`config.mk`:
```
export PLATFORM = sky130hd
export DESIGN_NAME = mem_io_bridge_flat
export DESIGN_NICKNAME = d
export VERILOG_FILES = /design/src/rtl/mem_io_bridge_if.sv /design/src/rtl/mem_io_bridge.sv /design/src/flat_wrapper.sv
export SDC_FILE = /design/constraint.sdc
export NUM_CORES = 1
export LEC_CHECK = 0
export ABC_AREA = 1
export ABC_CLOCK_PERIOD_IN_PS = 1700
export CORE_ASPECT_RATIO = 0.7
export CORE_UTILIZATION = 41
export CTS_CLUSTER_SIZE = 8
export DETAILED_ROUTE_END_ITERATION = 6
export PLACE_DENSITY = 0.8
export SKIP_LAST_GASP = 1
export SLEW_MARGIN = 10
export SYNTH_ARGS = -nofsm -noshare
export SYNTH_HDL_FRONTEND = slang
export SYNTH_SLANG_ARGS = --single-unit
```
`constraint.sdc`:
```
create_clock -name clk -period 1.7 [get_ports clk]
set_input_delay 0.51 -clock clk [delete_from_list [all_inputs] [get_ports clk]]
set_output_delay 0.51 -clock clk [all_outputs]
set_load 0.03 [all_outputs]
```
`src/rtl/mem_io_bridge_if.sv`:
```
// CPU-side memory bus between the CPU core and mem_io_bridge.
// The CPU drives commands through the master modport; the bridge answers through the slave modport.
interface mem_io_bridge_if;
   logic [1:0]  mem_cmd;
   logic [8:0]  mem_addr;
   logic [15:0] write_data;
   logic [15:0] read_data;
   logic        rd_valid;

   modport master (
      output mem_cmd,
      output mem_addr,
      output write_data,
      input  read_data,
      input  rd_valid
   );

   modport slave (
      input  mem_cmd,
      input  mem_addr,
      input  write_data,
      output read_data,
      output rd_valid
   );
endinterface

```
`src/rtl/mem_io_bridge.sv`:
```
// Memory-bus decode stage: routes CPU accesses to the 256x16 RAM or to on-board I/O (LEDs, switches, timer).
// Defining IO_TIMER_EN builds the prescaled tick timer at 0x180; without it that address is unmapped.
module mem_io_bridge #(
   parameter int PRESCALE   = 50000,
   parameter int PRESCALE_W = 16,
   parameter int RAM_AW     = 8
) (
   input  logic              clk,
   input  logic              reset,
   mem_io_bridge_if.slave    bus,
   output logic              ram_write,
   output logic [RAM_AW-1:0] ram_addr,
   output logic [15:0]       ram_din,
   input  logic [15:0]       ram_dout,
   input  logic [9:0]        sw,
   output logic [7:0]        ledr,
   output logic              bad_access
);

   typedef enum logic [2:0] {
      SEL_RAM,
      SEL_LED,
      SEL_SWV,
      SEL_SWE,
      SEL_TMR,
      SEL_NONE
   } sel_t;

   sel_t        sel;
   sel_t        sel_q;
   logic        is_read;
   logic        is_write;
   logic        rd_pend;
   logic [15:0] io_value;
   logic [15:0] io_q;
   logic [15:0] rd_mux;
   logic [15:0] read_hold;
   logic [9:0]  sw_meta;
   logic [9:0]  sw_sync;
   logic [7:0]  sw_prev;
   logic [7:0]  sw_rise;
   logic [7:0]  edge_flags;
   logic [7:0]  edge_clr;

`ifdef IO_TIMER_EN
   localparam logic [PRESCALE_W-1:0] PRESC_LAST = PRESCALE_W'(PRESCALE - 1);
   logic [PRESCALE_W-1:0] presc;
   logic [15:0]           count;
`else
   logic unused_timer_cfg;
   assign unused_timer_cfg = ^{32'(PRESCALE), 32'(PRESCALE_W)};
`endif

   // Command 11 falls through both tests and behaves as no access.
   assign is_read  = (bus.mem_cmd == 2'b10);
   assign is_write = (bus.mem_cmd == 2'b01);

   assign ram_write = is_write & ~bus.mem_addr[8];
   assign ram_addr  = bus.mem_addr[RAM_AW-1:0];
   assign ram_din   = bus.write_data;

   always_comb begin
      sel = SEL_NONE;
      if (!bus.mem_addr[8]) begin
         sel = SEL_RAM;
      end else begin
         case (bus.mem_addr[7:0])
            8'h00:   sel = SEL_LED;
            8'h40:   sel = SEL_SWV;
            8'h41:   sel = SEL_SWE;
`ifdef IO_TIMER_EN
            8'h80:   sel = SEL_TMR;
`endif
            default: sel = SEL_NONE;
         endcase
      end
   end

   // I/O read value as seen in the request cycle; unmapped addresses read as zero.
   always_comb begin
      io_value = 16'h0000;
      case (sel)
         SEL_LED: io_value = {8'h00, ledr};
         SEL_SWV: io_value = {6'b000000, sw_sync};
         SEL_SWE: io_value = {8'h00, edge_flags};
`ifdef IO_TIMER_EN
         SEL_TMR: io_value = count;
`endif
         default: io_value = 16'h0000;
      endcase
   end

   // RAM data only becomes valid the cycle after the request, so it bypasses io_q.
   assign rd_mux        = (sel_q == SEL_RAM) ? ram_dout : io_q;
   assign bus.read_data = rd_pend ? rd_mux : read_hold;
   assign bus.rd_valid  = rd_pend;

   always_ff @(posedge clk or negedge reset) begin
      if (!reset) begin
         rd_pend   <= 1'b0;
         sel_q     <= SEL_NONE;
         io_q      <= 16'h0000;
         read_hold <= 16'h0000;
      end else begin
         rd_pend <= is_read;
         if (is_read) begin
            sel_q <= sel;
            io_q  <= io_value;
         end
         if (rd_pend) begin
            read_hold <= rd_mux;
         end
      end
   end

   always_ff @(posedge clk or negedge reset) begin
      if (!reset) begin
         ledr       <= 8'h00;
         bad_access <= 1'b0;
      end else begin
         if (is_write && (sel == SEL_LED)) begin
            ledr <= bus.write_data[7:0];
         end
         if ((is_read || is_write) && (sel == SEL_NONE)) begin
            bad_access <= 1'b1;
         end
      end
   end

   // A read of SW_EDGE clears every flag; a write clears only the bits written as 1.
   assign sw_rise  = sw_sync[7:0] & ~sw_prev;
   assign edge_clr = (sel != SEL_SWE) ? 8'h00 :
                     is_read          ? 8'hFF :
                     is_write         ? bus.write_data[7:0] : 8'h00;

   always_ff @(posedge clk or negedge reset) begin
      if (!reset) begin
         sw_meta    <= 10'h000;
         sw_sync    <= 10'h000;
         sw_prev    <= 8'h00;
         edge_flags <= 8'h00;
      end else begin
         sw_meta    <= sw;
         sw_sync    <= sw_meta;
         sw_prev    <= sw_sync[7:0];
         edge_flags <= (edge_flags & ~edge_clr) | sw_rise;
      end
   end

`ifdef IO_TIMER_EN
   // A CPU load restarts the prescaler so the next tick is a full period away.
   always_ff @(posedge clk or negedge reset) begin
      if (!reset) begin
         presc <= '0;
         count <= 16'h0000;
      end else if (is_write && (sel == SEL_TMR)) begin
         presc <= '0;
         count <= bus.write_data;
      end else if (presc == PRESC_LAST) begin
         presc <= '0;
         count <= count + 16'd1;
      end else begin
         presc <= presc + PRESCALE_W'(1);
      end
   end
`endif

endmodule

```
`src/flat_wrapper.sv`:
```
// flat-port wrapper written by rule: the top's interface ports become plain ports
module mem_io_bridge_flat 
#(
   parameter int PRESCALE   = 50000,
   parameter int PRESCALE_W = 16,
   parameter int RAM_AW     = 8
)
  (clk, reset, ram_write, ram_addr, ram_din, ram_dout, sw, ledr, bad_access, bus_mem_cmd, bus_mem_addr, bus_write_data, bus_read_data, bus_rd_valid);
  mem_io_bridge_if bus_i ();
  input  logic clk;
  input  logic reset;
  output logic ram_write;
  output logic [RAM_AW-1:0] ram_addr;
  output logic [15:0] ram_din;
  input  logic [15:0] ram_dout;
  input  logic [9:0] sw;
  output logic [7:0] ledr;
  output logic bad_access;
  input wire logic [$bits(bus_i.mem_cmd)-1:0] bus_mem_cmd;
  input wire logic [$bits(bus_i.mem_addr)-1:0] bus_mem_addr;
  input wire logic [$bits(bus_i.write_data)-1:0] bus_write_data;
  output wire logic [$bits(bus_i.read_data)-1:0] bus_read_data;
  output wire logic [$bits(bus_i.rd_valid)-1:0] bus_rd_valid;
  assign bus_i.mem_cmd = bus_mem_cmd;
  assign bus_i.mem_addr = bus_mem_addr;
  assign bus_i.write_data = bus_write_data;
  assign bus_read_data = bus_i.read_data;
  assign bus_rd_valid = bus_i.rd_valid;
  mem_io_bridge #(.PRESCALE(PRESCALE), .PRESCALE_W(PRESCALE_W), .RAM_AW(RAM_AW)) u_core (.clk(clk), .reset(reset), .bus(bus_i), .ram_write(ram_write), .ram_addr(ram_addr), .ram_din(ram_din), .ram_dout(ram_dout), .sw(sw), .ledr(ledr), .bad_access(bad_access));
endmodule
```
-- After elaboration in Yosys (flattened, before gate mapping)
Index checks and enable logic that the tools add are counted.
- register bits after elaboration: 81
- output and inout port bits: 51
- bits of input ports: 55
- bitwise gates (word level): 7
- mux-type cells: 8
- equality and inequality tests: 9
- reductions and logical operators: 5
- operator list (cell ; number):
    $mux W16 ; 2
    $pmux W10 S3 ; 1
    $mux W8 ; 3
    $and A8 B8 Y8 ; 2
    $eq A8 B7 Y1 const B ; 2
    $not A8 Y8 ; 2
    $pmux W3 S3 ; 1
    $logic_not A8 Y1 ; 1
    $or A8 B8 Y8 ; 1
    $eq A3 B2 Y1 const B ; 2
    $eq A3 B1 Y1 const B ; 1
    $eq A3 B3 Y1 const B ; 1
    $logic_not A3 Y1 ; 1
    $mux W3 ; 1
    $ne A3 B2 Y1 const B ; 1
    $eq A2 B1 Y1 const B ; 1
    $eq A2 B2 Y1 const B ; 1
    $logic_and A1 B1 Y1 ; 2
    $and A1 B1 Y1 ; 1
    $logic_or A1 B1 Y1 ; 1
    $not A1 Y1 ; 1

-- Depth between registers and ports, before layout
Gate-level depths: netlist of run 1.
- depth after elaboration: 8
- depth in mapped cells: 9
- mapped depth without buffers: 9

-- Worst setup path after synthesis of run 1
No wires, ideal clock.
- path kind: in2out
- start: in bus_mem_cmd[1]
- end: out ram_write
- arrival: 1.569 ns
- data required time: 1.190 ns
- stages: 5
- path slack: -0.379 ns
- cells stage by stage: inv_1 -> ha_1 -> clkbuf_1 -> inv_1 -> nor2_1
- longest elaborated chain between the ends: 2
- RTL lines (element ; RTL line ; source):
    start, declared ; flat_wrapper.sv:19 ; input wire logic [$bits(bus_i.mem_cmd)-1:0] bus_mem_cmd;
    $eq A2 B1 Y1 ; mem_io_bridge.sv:56 ; assign is_write = (bus.mem_cmd == 2'b01);
    $and A1 B1 Y1 ; mem_io_bridge.sv:58 ; assign ram_write = is_write & ~bus.mem_addr[8];
    end, declared ; flat_wrapper.sv:12 ; output logic ram_write;
Every way passes these cells.

-- Worst setup path in the final report of run 1
- start: reg u_core.sel_q[2]
- end: out bus_read_data[9]
- longest elaborated chain between the ends: 3
- RTL lines (element ; RTL line ; source):
    start, declared ; mem_io_bridge.sv:30 ; sel_t sel_q;
    start signal, assigned ; mem_io_bridge.sv:107 ; sel_q <= sel;
    $logic_not A3 Y1 ; mem_io_bridge.sv:94 ; assign rd_mux = (sel_q == SEL_RAM) ? ram_dout : io_q;
    $mux W16 ; mem_io_bridge.sv:94 ;
    $mux W16 ; mem_io_bridge.sv:95 ; assign bus.read_data = rd_pend ? rd_mux : read_hold;
    end, declared ; flat_wrapper.sv:22 ; output wire logic [$bits(bus_i.read_data)-1:0] bus_read_data;
Every way passes these cells.

==> flow_metrics.env, run 1 <==
export IMPL_firstDrtPassIters=7
export IMPL_slew_viol_final=0
export IMPL_antenna_found_initial=0
export IMPL_period_needed_ps=2210
export IMPL_relSlewSlack_pct=72.5
export IMPL_start_util_pct=43.2
export IMPL_synth_edf_count=0
export IMPL_yosysWarningCount=0
export IMPL_placementRows=26
export IMPL_die_w_um=108
export IMPL_io_pins=106
export IMPL_dp_hpwl_um=5800
export IMPL_grt_setup_unrepaired="true"
export IMPL_netlist_area_um2=3200
export IMPL_grt_ovfl_total=0
export IMPL_arrival_ps=1700
export IMPL_synth_avg_cell_area_um2=9.71
export IMPL_cts_sinks=75
export IMPL_cts_root_buffer="clkbuf_8"
export IMPL_startpoint="u_core.sel_q[2]"
export IMPL_startpoint_type="flop"
export IMPL_totalWireLength_um=9010
export IMPL_ys_ff_latch=75
export IMPL_crit_type="reg -> out"
export IMPL_grt_pass1_vias=2877
export IMPL_avgRoutedWirePerCell_um=16.6
export IMPL_layout_setup_ws_ps=-508
export IMPL_track_usage_pct=23.3
export IMPL_ff2ff_setup_slack_ps=220
export IMPL_skew_ps=7.04
export IMPL_fin_tns_setup_ps=-7100
export IMPL_die_area_um2=8180
export IMPL_syn_inst=330
export IMPL_ff2ff_path_depth=8
export IMPL_io_buffers=89
export IMPL_yosysSeqAreaShare_pct=58.6
export IMPL_num_vias=2875
export IMPL_fp_dieH_um=76.0
export IMPL_clk_pin_slew_worst_paths_ps=80
export IMPL_drive_gt1_share_pct=33.6
export IMPL_synth_ff_type="dfrtp_1"
export IMPL_reg2reg_to="u_core.read_hold[2]"
export IMPL_power_density_nw_per_um2=882
export IMPL_grt_start_max_net_pins=32
export IMPL_area_growth_syn_to_layout_pct=53.8
export IMPL_n_antenna_cell=0
export IMPL_p_leak_nw=2.35
export IMPL_p_total_mw=4.35
export IMPL_cts_tree="done"
export IMPL_violations="setup timing"
export IMPL_cts_max_level=3
export IMPL_insertion_delay_ps=340
export IMPL_cp_max_fo=10
export IMPL_async_reset_ff_share_pct=100
export IMPL_fin_hold_ws_ps=94.4
export IMPL_final_nets=498
export IMPL_maxClockFrequency_ghz=0.453
export IMPL_reg2reg_from="u_core.sel_q[2]"
export IMPL_final_util_pct=66.4
export IMPL_drc=0
export IMPL_cts_buffers=9
export IMPL_final_hold_viol_count=0
export IMPL_multi_input_area_um2=1230
export IMPL_fillers=519
export IMPL_core_area_um2=7420
export IMPL_holdCritPathClass="in -> async"
export IMPL_drv_cap=0
export IMPL_synth_distinct_cells=25
export IMPL_dp_slack_ps=-378
export IMPL_detail_route_vias_per_cell=5.28
export IMPL_syn_num_nets=387
export IMPL_worst_slew_pin_slew_ps=412
export IMPL_crit_required_ps=1190
export IMPL_ir_drop_mv=0.500
export IMPL_setup_violations=22
export IMPL_post_route_period_util_pct=130
export IMPL_clock_path_buffers=2
export IMPL_grt_pass1_wl_um=14500
export IMPL_regArea_um2=1880
export IMPL_first_iter_violations=303
export IMPL_antenna_left=0
export IMPL_place_gp_congestion=0.901
export IMPL_status="complete, but fails checks"
export IMPL_cp_end_kind="output pin"
-- worst max path at each step --
stage | to | slack [ps] | cells after the start
after floorplan | ram_write | -100 | 5
after global routing | bus_read_data[9] | -540 | 7
after detailed placement | ram_write | -380 | 6
after CTS | bus_read_data[7] | -450 | 6
after global placement | ram_write | -360 | 6
final | bus_read_data[9] | -510 | 6
-- sequential cells by signal (all words and copies together), names as in the netlist --
name                 cells
u_core.edge_flags        8
u_core.ledr              8
u_core.sw_prev           8
u_core.sw_meta          10
u_core.sw_sync          10
u_core.sel_q             3
u_core.bus.rd_valid      1
u_core.bad_access        1
u_core.read_hold        16
u_core.io_q             10
-- area by class of cell --
| type | instances | area share [%] |
|---|---|---|
| sequential | 75 | 38.2 |
| timing repair buffer | 137 | 28.0 |
| multi-input combinational | 192 | 25.0 |
| clock buffer | 9 | 2.51 |
| tap | 98 | 2.49 |
| inverter | 26 | 2.11 |
| clock inverter | 7 | 1.70 |
-- timing repair --
action / 4_1_cts / 5_1_grt
hold buffers: 0 / 0
setup buffers: 6 / 2
resized for setup: 65 / 28
endpoints found under the setup margin: 35 / 40
gates cloned: 2 / 0
pin swaps: 5 / 1
-- where the power goes --
part           internal (mW)  total [mW]  switching [mW]
registers               1.89        1.93          0.0454
clock network          0.703        1.40           0.699
logic                  0.468        1.01           0.544
total                   3.06        4.35            1.29
-- placed cells by master, fill, tap and decap left out, types with 2 or more instances in the layout --
| master | synthesis | routed |
|---|---|---|
| dfstp_2 | 2 | 2 |
| dlygate4sd2_1 | 0 | 12 |
| buf_6 | 1 | 30 |
| o21ai_0 | 31 | 20 |
| o21ai_1 | 3 | 8 |
| nand2_2 | 2 | 11 |
| nand2_1 | 69 | 57 |
| buf_16 | 0 | 2 |
| clkdlybuf4s15_1 | 0 | 6 |
| inv_6 | 0 | 2 |
| nand2_4 | 1 | 4 |
| nand4_1 | 16 | 16 |
| nor2_8 | 2 | 2 |
| nand3_1 | 23 | 23 |
| nor2_4 | 4 | 5 |
| buf_4 | 24 | 44 |
| o21ai_2 | 0 | 6 |
| inv_1 | 26 | 23 |
| clkinvlp_4 | 0 | 2 |
| buf_12 | 0 | 6 |
| clkdlybuf4s50_1 | 0 | 30 |
| nor2_2 | 0 | 3 |
| nor2_1 | 17 | 13 |
| dfrtp_1 | 73 | 72 |
| dlymetal6s2s_1 | 0 | 5 |
| clkinv_4 | 0 | 2 |
| clkbuf_8 | 0 | 9 |
| a31oi_4 | 0 | 10 |
| a21oi_1 | 8 | 8 |
-- logic make-up after synthesis --
kind of cell	synth area share, %
compound gates	8.94
fa+ha+maj	0.781
simple gates	21.0
flops	58.6
buf+inv	10.6
-- metal layers --
metal	routed length [um]	GRT usage, %	share of wire, %	up-vias
met5	0	0	0	-
met2	4270	36.4	47	162
met1	3620	29.6	40	1376
met3	751	7.66	8.3	36
li1	-	-	-	1301
met4	363	9.73	4.0	0
-- Yosys cell counts (7+ instances only) --
library cell / n / area, um2
a21oi_1: 8 / 40.0
a31oi_1: 10 / 62.6
buf_4: 24 / 180
clkbuf_1: 7 / 26.3
dfrtp_1: 73 / 1830
inv_1: 26 / 97.6
nand2_1: 69 / 259
nand3_1: 23 / 115
nand4_1: 16 / 100
nor2_1: 17 / 63.8
o21ai_0: 31 / 155
-- stage by stage --
stage	area, um2	std cells
finish	4930	544
floorplan	3390	330
global placement	4430	518
global route	4930	544
detailed placement	4430	518
CTS	4860	542
-- critical path, cell delays in order (launching register included) --
cell     delay [ps]
dfstp_2         540
nor2_1           50
nand2_2         100
buf_6           150
nand2_1         120
a31oi_4         230
buf_6           160
Power figures use the tool's default switching activity.
==> run 2: changes to the inputs <==
CTS_CLUSTER_DIAMETER = 40   (was not set)
==> results of run 2 <==
Final layout, timing and power as in run 1 (identical DEF).
==> run 3: changes to the inputs <==
ABC_CLOCK_PERIOD_IN_PS = 2300   (was 1700)
CORE_UTILIZATION = 46   (was 41)
PLACE_DENSITY = 0.84   (was 0.8)
clock period = 2.3 ns   (was 1.7 ns; I/O delays follow)
==> flow_metrics.env, run 3 (synthesized netlist as in run 1, its figures left out) <==
export IMPL_p_leak_nw=2.14
export IMPL_post_route_period_util_pct=109
export IMPL_grt_setup_unrepaired="true"
export IMPL_cp_max_fo=8
export IMPL_p_switching_mw=0.951
export IMPL_largest_reg_flops=16
export IMPL_final_cell_mix="dfrtp_1, nand2_1, clkdlybuf4s50_1"
export IMPL_grt_pass1_vias=2563
export IMPL_placementRows=25
export IMPL_grt_start_max_net_pins=76
export IMPL_detail_route_vias_per_cell=5.73
export IMPL_layout_setup_ws_ps=-216
export IMPL_final_hold_viol_count=0
export IMPL_slew_viol_final=0
export IMPL_final_util_pct=68.4
export IMPL_cts_root_buffer="clkbuf_8"
export IMPL_clock_path_buffers=2
export IMPL_fin_area_um2=4620
export IMPL_insertion_delay_ps=350
export IMPL_violations="setup timing"
export IMPL_drc=0
export IMPL_first_iter_violations=408
export IMPL_maxClockFrequency_ghz=0.397
export IMPL_area_growth_syn_to_layout_pct=44.3
export IMPL_crit_required_ps=1610
export IMPL_ctsHoldBuffers=0
export IMPL_grt_pass1_wl_um=13000
export IMPL_num_vias=2985
export IMPL_startpoint_type="flop"
export IMPL_relSlewSlack_pct=69.7
export IMPL_critical_path_slowest_cell="dfstp_2"
export IMPL_critPathTopFamily="flip-flops"
export IMPL_drv_cap=0
export IMPL_power_density_nw_per_um2=685
export IMPL_io_pins=106
export IMPL_worst_slew_pin_slew_ps=454
export IMPL_cp_end_kind="output pin"
export IMPL_fillers=451
export IMPL_dp_hpwl_um=5180
export IMPL_status="complete, but fails checks"
export IMPL_antenna_left=0
export IMPL_n_antenna_cell=0
export IMPL_period_needed_ps=2520
export IMPL_antenna_found_initial=0
export IMPL_die_w_um=102
export IMPL_cts_buffers=9
export IMPL_final_common_cell="dfrtp_1"
export IMPL_place_area_um2=4020
export IMPL_skew_ps=11.6
export IMPL_track_usage_pct=23.9
export IMPL_die_area_um2=7310
export IMPL_p_clk_share_pct=31.5
export IMPL_top_register="u_core.read_hold"
export IMPL_power_frac_seq_pct=45.1
export IMPL_avgRoutedWirePerCell_um=19.3
export IMPL_combinationalPowerShare_pct=23.4
export IMPL_cts_tree="done"
export IMPL_switching_share_pct=30.0
export IMPL_core_area_um2=6760
export IMPL_clk_pin_slew_worst_paths_ps=80
export IMPL_path_cells="nor2_4, nand2_4, clkinvlp_4, clkbuf_16, nand2_2, a31oi_4, buf_6"
export IMPL_start_util_pct=47.4
export IMPL_fin_tns_setup_ps=-2160
export IMPL_setup_violations=16
export IMPL_holdCritPathClass="in -> async"
export IMPL_slowest_delay_ps=580
export IMPL_io_buffers=89
export IMPL_ir_drop_mv=0.367
export IMPL_place_gp_congestion=0.845
export IMPL_arrival_ps=1830
export IMPL_final_nets=480
export IMPL_totalWireLength_um=10100
export IMPL_firstDrtPassIters=7
export IMPL_critical_path_buf_inv_count=3
export IMPL_power_internal_mw=2.22
export IMPL_grt_ovfl_total=0
export IMPL_fp_dieH_um=71.8
export IMPL_cts_max_level=3
export IMPL_p_total_mw=3.17
export IMPL_cts_sinks=75
export IMPL_crit_type="reg -> out"
export IMPL_drive_gt1_share_pct=30.4
[run 3: per-layer routing]
layer  up-vias  GRT usage, %  share of wire (%)
li1       1249             -                  -
met1      1392          31.6                 37
met3        78          6.73                 11
met4         0          9.34                5.5
met2       266          37.7                 47
met5         -             0                  0
[run 3: final timing paths]
path	to	cells past startpoint	from	slack [ps]
worst max-delay path	bus_read_data[0]	7	u_core.sel_q[2]	-220
worst min-delay path	u_core.read_hold[14]	2	reset	350
worst max register to register	u_core.read_hold[9]	8	u_core.sel_q[2]	680
worst min register to register	u_core.sw_sync[6]	0	u_core.sw_meta[6]	350
max in group asynchronous	u_core.sel_q[2]	2	reset	1620
min in group clk	u_core.sw_sync[6]	0	u_core.sw_meta[6]	350
[run 3: area by class of cell]
type	instances	area, um2	share of cell area, %
Sequential cell	75	1880	40.6
Clock inverter	6	66.3	1.43
Clock buffer	9	124	2.68
Inverter	26	101	2.19
Timing Repair Buffer	119	1150	25.0
Multi-Input combinational cell	192	1180	25.5
Tap cell	94	118	2.54
[run 3: what timing repair did]
| item | CTS | global route |
|---|---|---|
| endpoints found under the setup margin | 17 | 16 |
| buffers inserted | 8 | 9 |
| gates resized for setup | 37 | 34 |
| cloned | 1 | 1 |
| pin swaps | 4 | 5 |
[run 3: stage by stage]
step / worst slack (ps) / cells / hold WS [ps]
2_1_floorplan: 62.9 / 330 / 331
3_3_place_gp: -148 / 488 / 334
3_5_place_dp: -154 / 488 / 335
4_1_cts: -73.4 / 512 / 352
5_1_grt: -221 / 521 / 361
6_report: -216 / 521 / 351
[run 3: power by group through the flow]
stage	Combinational, mW	Sequential, mW	Clock, mW
3_3_place_gp	0.503	1.44	0
6_report	0.740	1.43	0.998
5_1_grt	0.768	1.44	1.07
3_5_place_dp	0.516	1.45	0
4_1_cts	0.608	1.42	0.992
2_1_floorplan	0.298	1.45	0
